### src/rtl/temp_state_filter_if.sv
// temp_state_filter_if
//   Bundles the sample/ack inputs and the debounced outputs of temp_state_filter.
//   master : the upstream side (analyzer + software ack) that drives
//            sample_en, temp_state and fault_ack, and observes the results.
//   slave  : the filter itself.
//   Signals:
//     sample_en     - strobe, temp_state is only looked at when high
//     temp_state    - raw analyzer state (00 IDLE, 01 NORMAL, 10 WARNING, 11 FAULT)
//     fault_ack     - single-cycle request to clear fault_latched
//     stable_state  - committed (debounced) state
//     state_chg     - one-cycle pulse when stable_state changes
//     warn_alarm    - high while stable_state is WARNING or FAULT
//     fault_latched - sticky flag set on entry to FAULT
//     fault_count   - saturating count of commits into FAULT
interface temp_state_filter_if #(
  parameter int FAULT_CNT_W = 8
);
  logic                   sample_en;
  logic [1:0]             temp_state;
  logic                   fault_ack;
  logic [1:0]             stable_state;
  logic                   state_chg;
  logic                   warn_alarm;
  logic                   fault_latched;
  logic [FAULT_CNT_W-1:0] fault_count;

  modport master (
    output sample_en, temp_state, fault_ack,
    input  stable_state, state_chg, warn_alarm, fault_latched, fault_count
  );

  modport slave (
    input  sample_en, temp_state, fault_ack,
    output stable_state, state_chg, warn_alarm, fault_latched, fault_count
  );
endinterface

### src/rtl/temp_state_filter.sv
// temp_state_filter
//   Debounces the 2-bit temperature state from the analyzer. A new state is
//   committed only after DEBOUNCE_CNT consecutive enabled samples of that same
//   state; a warning alarm is decoded from the committed state, FAULT entries
//   are latched until acknowledged, and FAULT entries are counted (saturating).
//   Parameters:
//     DEBOUNCE_CNT - consecutive samples needed to commit (1..255)
//     FAULT_CNT_W  - width of the FAULT entry counter
//   Ports:
//     clk   - system clock, rising edge
//     rst_n - asynchronous active-low reset
//     bus   - temp_state_filter_if slave modport (inputs/outputs listed there)
module temp_state_filter #(
  parameter int DEBOUNCE_CNT = 4,
  parameter int FAULT_CNT_W  = 8
) (
  input logic                  clk,
  input logic                  rst_n,
  temp_state_filter_if.slave   bus
);

  localparam int              RUN_W     = $clog2(DEBOUNCE_CNT + 1);
  localparam logic [RUN_W-1:0] DEB_LIMIT = RUN_W'(DEBOUNCE_CNT);
  localparam logic [1:0]      ST_FAULT  = 2'b11;

  typedef enum logic {
    CLEAR   = 1'b0,
    LATCHED = 1'b1
  } fault_fsm_e;

  logic [1:0]             cand_state_q, cand_state_d;
  logic [RUN_W-1:0]       run_cnt_q, run_cnt_d;
  logic [1:0]             stable_state_q, stable_state_d;
  logic                   state_chg_q, state_chg_d;
  fault_fsm_e             fault_state_q, fault_state_d;
  logic [FAULT_CNT_W-1:0] fault_count_q, fault_count_d;

  logic [RUN_W-1:0]       next_run;
  logic                   commit;
  logic                   fault_commit;

  always_comb begin
    cand_state_d   = cand_state_q;
    run_cnt_d      = run_cnt_q;
    stable_state_d = stable_state_q;
    state_chg_d    = 1'b0;
    fault_state_d  = fault_state_q;
    fault_count_d  = fault_count_q;
    next_run       = run_cnt_q;
    commit         = 1'b0;

    if (bus.sample_en) begin
      // A sample equal to the committed state kills any run in progress;
      // a different sample either extends the current candidate's run or
      // starts a fresh run of length 1 for the new candidate.
      if (bus.temp_state == stable_state_q) begin
        next_run = '0;
      end else if (bus.temp_state == cand_state_q && run_cnt_q != '0) begin
        next_run = run_cnt_q + RUN_W'(1);
      end else begin
        cand_state_d = bus.temp_state;
        next_run     = RUN_W'(1);
      end
      run_cnt_d = next_run;

      if (bus.temp_state != stable_state_q && next_run == DEB_LIMIT) begin
        commit         = 1'b1;
        stable_state_d = bus.temp_state;
        state_chg_d    = 1'b1;
        run_cnt_d      = '0;
      end
    end

    fault_commit = commit && (bus.temp_state == ST_FAULT);

    // Set has priority over ack; ack is only honoured once the committed
    // state has left FAULT, and is never remembered for later.
    if (fault_commit) begin
      fault_state_d = LATCHED;
      if (fault_count_q != '1) begin
        fault_count_d = fault_count_q + FAULT_CNT_W'(1);
      end
    end else if (fault_state_q == LATCHED && bus.fault_ack &&
                 stable_state_q != ST_FAULT) begin
      fault_state_d = CLEAR;
    end
  end

  always_ff @(posedge clk or negedge rst_n) begin
    if (!rst_n) begin
      cand_state_q   <= 2'b00;
      run_cnt_q      <= '0;
      stable_state_q <= 2'b00;
      state_chg_q    <= 1'b0;
      fault_state_q  <= CLEAR;
      fault_count_q  <= '0;
    end else begin
      cand_state_q   <= cand_state_d;
      run_cnt_q      <= run_cnt_d;
      stable_state_q <= stable_state_d;
      state_chg_q    <= state_chg_d;
      fault_state_q  <= fault_state_d;
      fault_count_q  <= fault_count_d;
    end
  end

  assign bus.stable_state  = stable_state_q;
  assign bus.state_chg     = state_chg_q;
  assign bus.warn_alarm    = stable_state_q[1];
  assign bus.fault_latched = (fault_state_q == LATCHED);
  assign bus.fault_count   = fault_count_q;

endmodule

### src/flat_wrapper.sv
// flat-port wrapper written by rule: the top's interface ports become plain ports
module temp_state_filter_flat 
#(
  parameter int DEBOUNCE_CNT = 4,
  parameter int FAULT_CNT_W  = 8
)
  (clk, rst_n, bus_sample_en, bus_temp_state, bus_fault_ack, bus_stable_state, bus_state_chg, bus_warn_alarm, bus_fault_latched, bus_fault_count);
  temp_state_filter_if #(.FAULT_CNT_W(FAULT_CNT_W)) bus_i ();
  input logic clk;
  input logic rst_n;
  input wire logic [$bits(bus_i.sample_en)-1:0] bus_sample_en;
  input wire logic [$bits(bus_i.temp_state)-1:0] bus_temp_state;
  input wire logic [$bits(bus_i.fault_ack)-1:0] bus_fault_ack;
  output wire logic [$bits(bus_i.stable_state)-1:0] bus_stable_state;
  output wire logic [$bits(bus_i.state_chg)-1:0] bus_state_chg;
  output wire logic [$bits(bus_i.warn_alarm)-1:0] bus_warn_alarm;
  output wire logic [$bits(bus_i.fault_latched)-1:0] bus_fault_latched;
  output wire logic [$bits(bus_i.fault_count)-1:0] bus_fault_count;
  assign bus_i.sample_en = bus_sample_en;
  assign bus_i.temp_state = bus_temp_state;
  assign bus_i.fault_ack = bus_fault_ack;
  assign bus_stable_state = bus_i.stable_state;
  assign bus_state_chg = bus_i.state_chg;
  assign bus_warn_alarm = bus_i.warn_alarm;
  assign bus_fault_latched = bus_i.fault_latched;
  assign bus_fault_count = bus_i.fault_count;
  temp_state_filter #(.DEBOUNCE_CNT(DEBOUNCE_CNT), .FAULT_CNT_W(FAULT_CNT_W)) u_core (.clk(clk), .rst_n(rst_n), .bus(bus_i));
endmodule
### config.mk
export PLATFORM = sky130hd
export DESIGN_NAME = temp_state_filter_flat
export DESIGN_NICKNAME = d
export VERILOG_FILES = /design/src/rtl/temp_state_filter_if.sv /design/src/rtl/temp_state_filter.sv /design/src/flat_wrapper.sv
export SDC_FILE = /design/constraint.sdc
export NUM_CORES = 1
export LEC_CHECK = 0
export CORE_MARGIN = 10
export CORE_UTILIZATION = 52
export CTS_BUF_LIST = sky130_fd_sc_hd__clkbuf_8 sky130_fd_sc_hd__clkbuf_16
export DETAILED_ROUTE_END_ITERATION = 16
export GPL_TIMING_DRIVEN = 0
export HOLD_SLACK_MARGIN = 0.08
export MAX_ROUTING_LAYER = met4
export PLACE_DENSITY = 0.81
export SLEW_MARGIN = 40
export SYNTH_ARGS = -nofsm -noshare
export SYNTH_HDL_FRONTEND = slang
export SYNTH_SLANG_ARGS = --single-unit
### constraint.sdc
create_clock -name clk -period 3.5 [get_ports clk]
set_clock_uncertainty 0.2 [all_clocks]
set_input_delay 0.875 -clock clk [delete_from_list [all_inputs] [get_ports clk]]
set_output_delay 0.875 -clock clk [all_outputs]
set_load 0.005 [all_outputs]
==> impl_summary.txt <==
----------------------------------------------------
[Cells and area]
  FF/Latch Area ... 425 um^2
  Layout Nets ... ~110
  Area of the multi-input gates ... roughly 440 um^2
  Share of final-layout standard cells stronger than drive strength 1 ... 0.107
  N_diodes ... 0
  Number of non-filler instances in the completed layout ... around 120
  Filler cells ... 121
  Relative area change from synthesis to final layout ... 27.0%

[Yosys]
  Share of the synthesized area in the top cell type ... 0.478
  Proportion of synthesized area in mux cells ... 0.114
  Most area-hungry cell type in the Yosys netlist ... sky130_fd_sc_hd__dfrtp_1
  Ranking of synthesized cells by area ... sky130_fd_sc_hd__dfrtp_1, sky130_fd_sc_hd__mux2_1, sky130_fd_sc_hd__mux2_2
  Simple-Gate Fraction of Synth Area ... 0.208
  Warnings, synthesis ... 0
  Share of synthesized flip-flops with an asynchronous set or reset ... 1.00
  Main combinational cell family by area after synthesis ... simple AND/OR/NAND/NOR gates
  Syn Nets ... 90
  Synth Area in XOR/XNOR ... 0.0788
  Number of instances in the synthesized netlist ... 81
  Ys flop type ... sky130_fd_sc_hd__dfrtp_1
  Synthesized flop and latch total ... 17
  Adder-Cell Fraction of Synth Area ... 0.0422
  Synth Cell Area ... 890 um^2
  Number of unique standard cell types used by synthesis ... 24
  Complex-gate fraction of the synthesized area ... 0.0534
  Post-synth EDFFs ... 0
  Mean post-synth cell area ... around 11 um^2
  Sequential cell area fraction in the yosys report ... 0.478

[Critical path]
  Worst R2R End ... u_core.bus.fault_count[6]
  Crit start category ... primary input
  CP top delay family ... simple AND/OR/NAND/NOR gates
  Max FO, Critical Path ... 8
  Type of element capturing the critical path ... flip-flop
  Count of buffer and inverter cells on the critical path ... 1
  Destination of the critical timing path ... u_core.bus.fault_count[6]
  Reg2reg path depth ... 7
  Required time of the worst setup path ... around 3.4 ns
  Startpoint of the most critical register-to-register path ... u_core.run_cnt_q[0]
  Crit Path Category ... in -> reg
  Instance count on the critical path ... 5
  Flop-to-flop setup slack ... about 1.0 ns
  Critical Path AT ... around 2.7 ns
  Cell at the slowest stage of the critical path ... sky130_fd_sc_hd__clkdlybuf4s50_1
  Crit-path max cell delay ... 0.59 ns
  Series of cell instances along the critical path ... clkdlybuf4s50_1, nand3_1, nor4b_4, nand4_1, mux2_1
  Critical Path Source ... bus_sample_en

[Routing]
  DR pass1 iterations ... 2
  Post-detailed-route count of antenna-violating nets ... 0
  Via count of the routed design ... between 600 and 700
  Drc violations ... 0
  Average via count per standard cell ... around 5.7
  1st-iter DRT viols ... 4
  DR WL/cell ... about 15 um
  Routed Wire Length ... between 1500 and 2000 um

[Clock tree]
  Worst skew pair latency ... around 0.25 ns
  Post-CTS Hold Buffers ... 0
  H-tree Lvls ... 1
  Num Clock Sinks ... 17
  Post-CTS setup buffer count ... 0
  CTS Buffer Depth ... 2
  CTS Root Buffer Type ... sky130_fd_sc_hd__clkbuf_8
  CTS tree ... yes
  Resize count post-CTS ... 0
  TritonCTS buffer count ... 3
  Clk slew on worst S/H paths ... 0.06 ns

[Timing]
  Share of the clock period used by the worst path ... 0.784
  Final count of pins violating max slew ... 0
  Count of endpoints failing hold in the final timing report ... 0
  Setup-violating endpoint count in the final report ... 0
  Slew at the pin closest to its max-slew limit ... approximately 0.48 ns
  Min Tclk post-route ... 2.74 ns
  Worst slew margin ... 0.677
  Setup TNS ... 0 ns
  Highest Clock Rate ... 365 MHz
  Unrepaired setup endpoints after global routing ... no

[Floorplanning]
  Core Footprint ... approximately 1600 um^2
  Die Height ... around 61 um
  Initial standard-cell utilization of the core ... 0.571
  Floorplan row count ... 14
  Die X ... 61.4 um
  Die footprint ... 3770 um^2
  Number of I/O pins ... 19

[Placement]
  Port Buf Inserts ... 18
  Final GP Congestion ... 0.827
  Cell total after placement ... 115
  Detailed Place HPWL ... about 1400 um

[Global routing]
  Initial antenna violation count ... 0
  Vias in the first global route ... slightly above 700
  Global-route wire length before repair ... between 3000 and 4000 um
  Overflow left after global routing ... 0
  Maximum number of pins on one net before global-route repair ... 18
  Aggregate global-route resource usage ... 0.109

[Flow run]
  Max-cap violation count ... 0

[Outcome]
  Run status ... complete, no violations

[Pwr]
  Areal power density over the cells ... ~360 nW/um^2
  Leakage ... approximately 0.53 nW
  Final Total Pwr ... 0.000412 W
  Max VDD drop ... between 0.2 and 0.3 mV

[Hold path]
  Hold WC Path Type ... reg -> reg

----------------------------------------------------
==> cells in the mapped netlist (2+ instances only) <==
cell type,number
sky130_fd_sc_hd__mux2_2,4
sky130_fd_sc_hd__ha_1,3
sky130_fd_sc_hd__o21ai_0,3
sky130_fd_sc_hd__and3_1,3
sky130_fd_sc_hd__xor2_1,3
sky130_fd_sc_hd__nand4_1,4
sky130_fd_sc_hd__nand2b_1,2
sky130_fd_sc_hd__dfrtp_1,17
sky130_fd_sc_hd__mux2_1,5
sky130_fd_sc_hd__nand3_1,5
sky130_fd_sc_hd__inv_1,4
sky130_fd_sc_hd__xnor2_1,5
sky130_fd_sc_hd__a21o_1,2
sky130_fd_sc_hd__nand2_1,11
==> cell families after synthesis <==
| logic type | Yosys count |
|---|---|
| mux | 9 |
| fa+ha+maj | 3 |
| buf+inv | 5 |
| simple gates | 32 |
| xor+xnor | 8 |
| compound gates | 7 |
| flops | 17 |
==> per-layer routing <==
metal / track usage / routed length [um] / vias up / share of wire
li1: - / - / 325 / -
met1: 0.107 / 739 / 324 / 0.41
met2: 0.197 / 893 / 17 / 0.50
met3: 0.0267 / 109 / 7 / 0.061
met4: 0.0541 / 43 / 0 / 0.024
met5: - / 0 / - / 0
==> flip-flops by register name, indices dropped and copies added, names as in the netlist <==
signal                    flops
u_core.bus.fault_count        8
u_core.bus.fault_latched      1
u_core.bus.stable_state       2
u_core.bus.state_chg          1
u_core.cand_state_q           2
u_core.run_cnt_q              3
==> worst min-delay path by stage <==
stage                                   startpoint                       end  cells past startpoint
after floorplan           u_core.bus.fault_latched  u_core.bus.fault_latched                      1
after global placement    u_core.bus.fault_latched  u_core.bus.fault_latched                      1
after detailed placement  u_core.bus.fault_latched  u_core.bus.fault_latched                      1
after CTS                 u_core.bus.fault_latched  u_core.bus.fault_latched                      1
after global routing      u_core.bus.fault_latched  u_core.bus.fault_latched                      1
final                     u_core.bus.fault_latched  u_core.bus.fault_latched                      1
==> area by class of cell <==
type	instances	area share
tap	16	0.0177
inverter	4	0.0133
timing repair buffer	18	0.155
clock inverter	1	0.00332
clock buffer	3	0.0365
multi-input combinational	59	0.391
sequential	17	0.377
buffer	1	0.00664
==> stage by stage <==
step | utilization | worst slack (ns) | hold slack [ns] | instance area [um^2]
6_report | 0.725 | 0.757 | 0.275 | 1130
5_1_grt | 0.725 | 0.590 | 0.302 | 1130
4_1_cts | 0.728 | 0.765 | 0.281 | 1130
3_5_place_dp | 0.699 | 0.500 | 0.266 | 1090
3_3_place_gp | 0.699 | 0.546 | 0.261 | 1090
2_1_floorplan | - | 1.26 | 0.274 | 890
==> cells in the final DEF, fill, tap and decap left out, types with 2 or more instances in the layout <==
master / instances
sky130_fd_sc_hd__clkdlybuf4s50_1: 17
sky130_fd_sc_hd__dfrtp_1: 17
sky130_fd_sc_hd__nand2_1: 11
sky130_fd_sc_hd__inv_1: 5
sky130_fd_sc_hd__nand3_1: 5
sky130_fd_sc_hd__xnor2_1: 5
sky130_fd_sc_hd__mux2_1: 5
sky130_fd_sc_hd__mux2_2: 4
sky130_fd_sc_hd__nand4_1: 4
sky130_fd_sc_hd__xor2_1: 3
sky130_fd_sc_hd__o21ai_0: 3
sky130_fd_sc_hd__and3_1: 3
sky130_fd_sc_hd__ha_1: 3
sky130_fd_sc_hd__clkbuf_8: 3
sky130_fd_sc_hd__nand2b_1: 2
sky130_fd_sc_hd__a21o_1: 2
==> report_power, final <==
group	switching (W)	internal, W
Combinational	0.0000279	0.0000279
Sequential	0.00000816	0.000205
Clock	0.0000652	0.0000778
Total	0.000101	0.000311
Note: power is estimated with default switching activity, not from simulation.
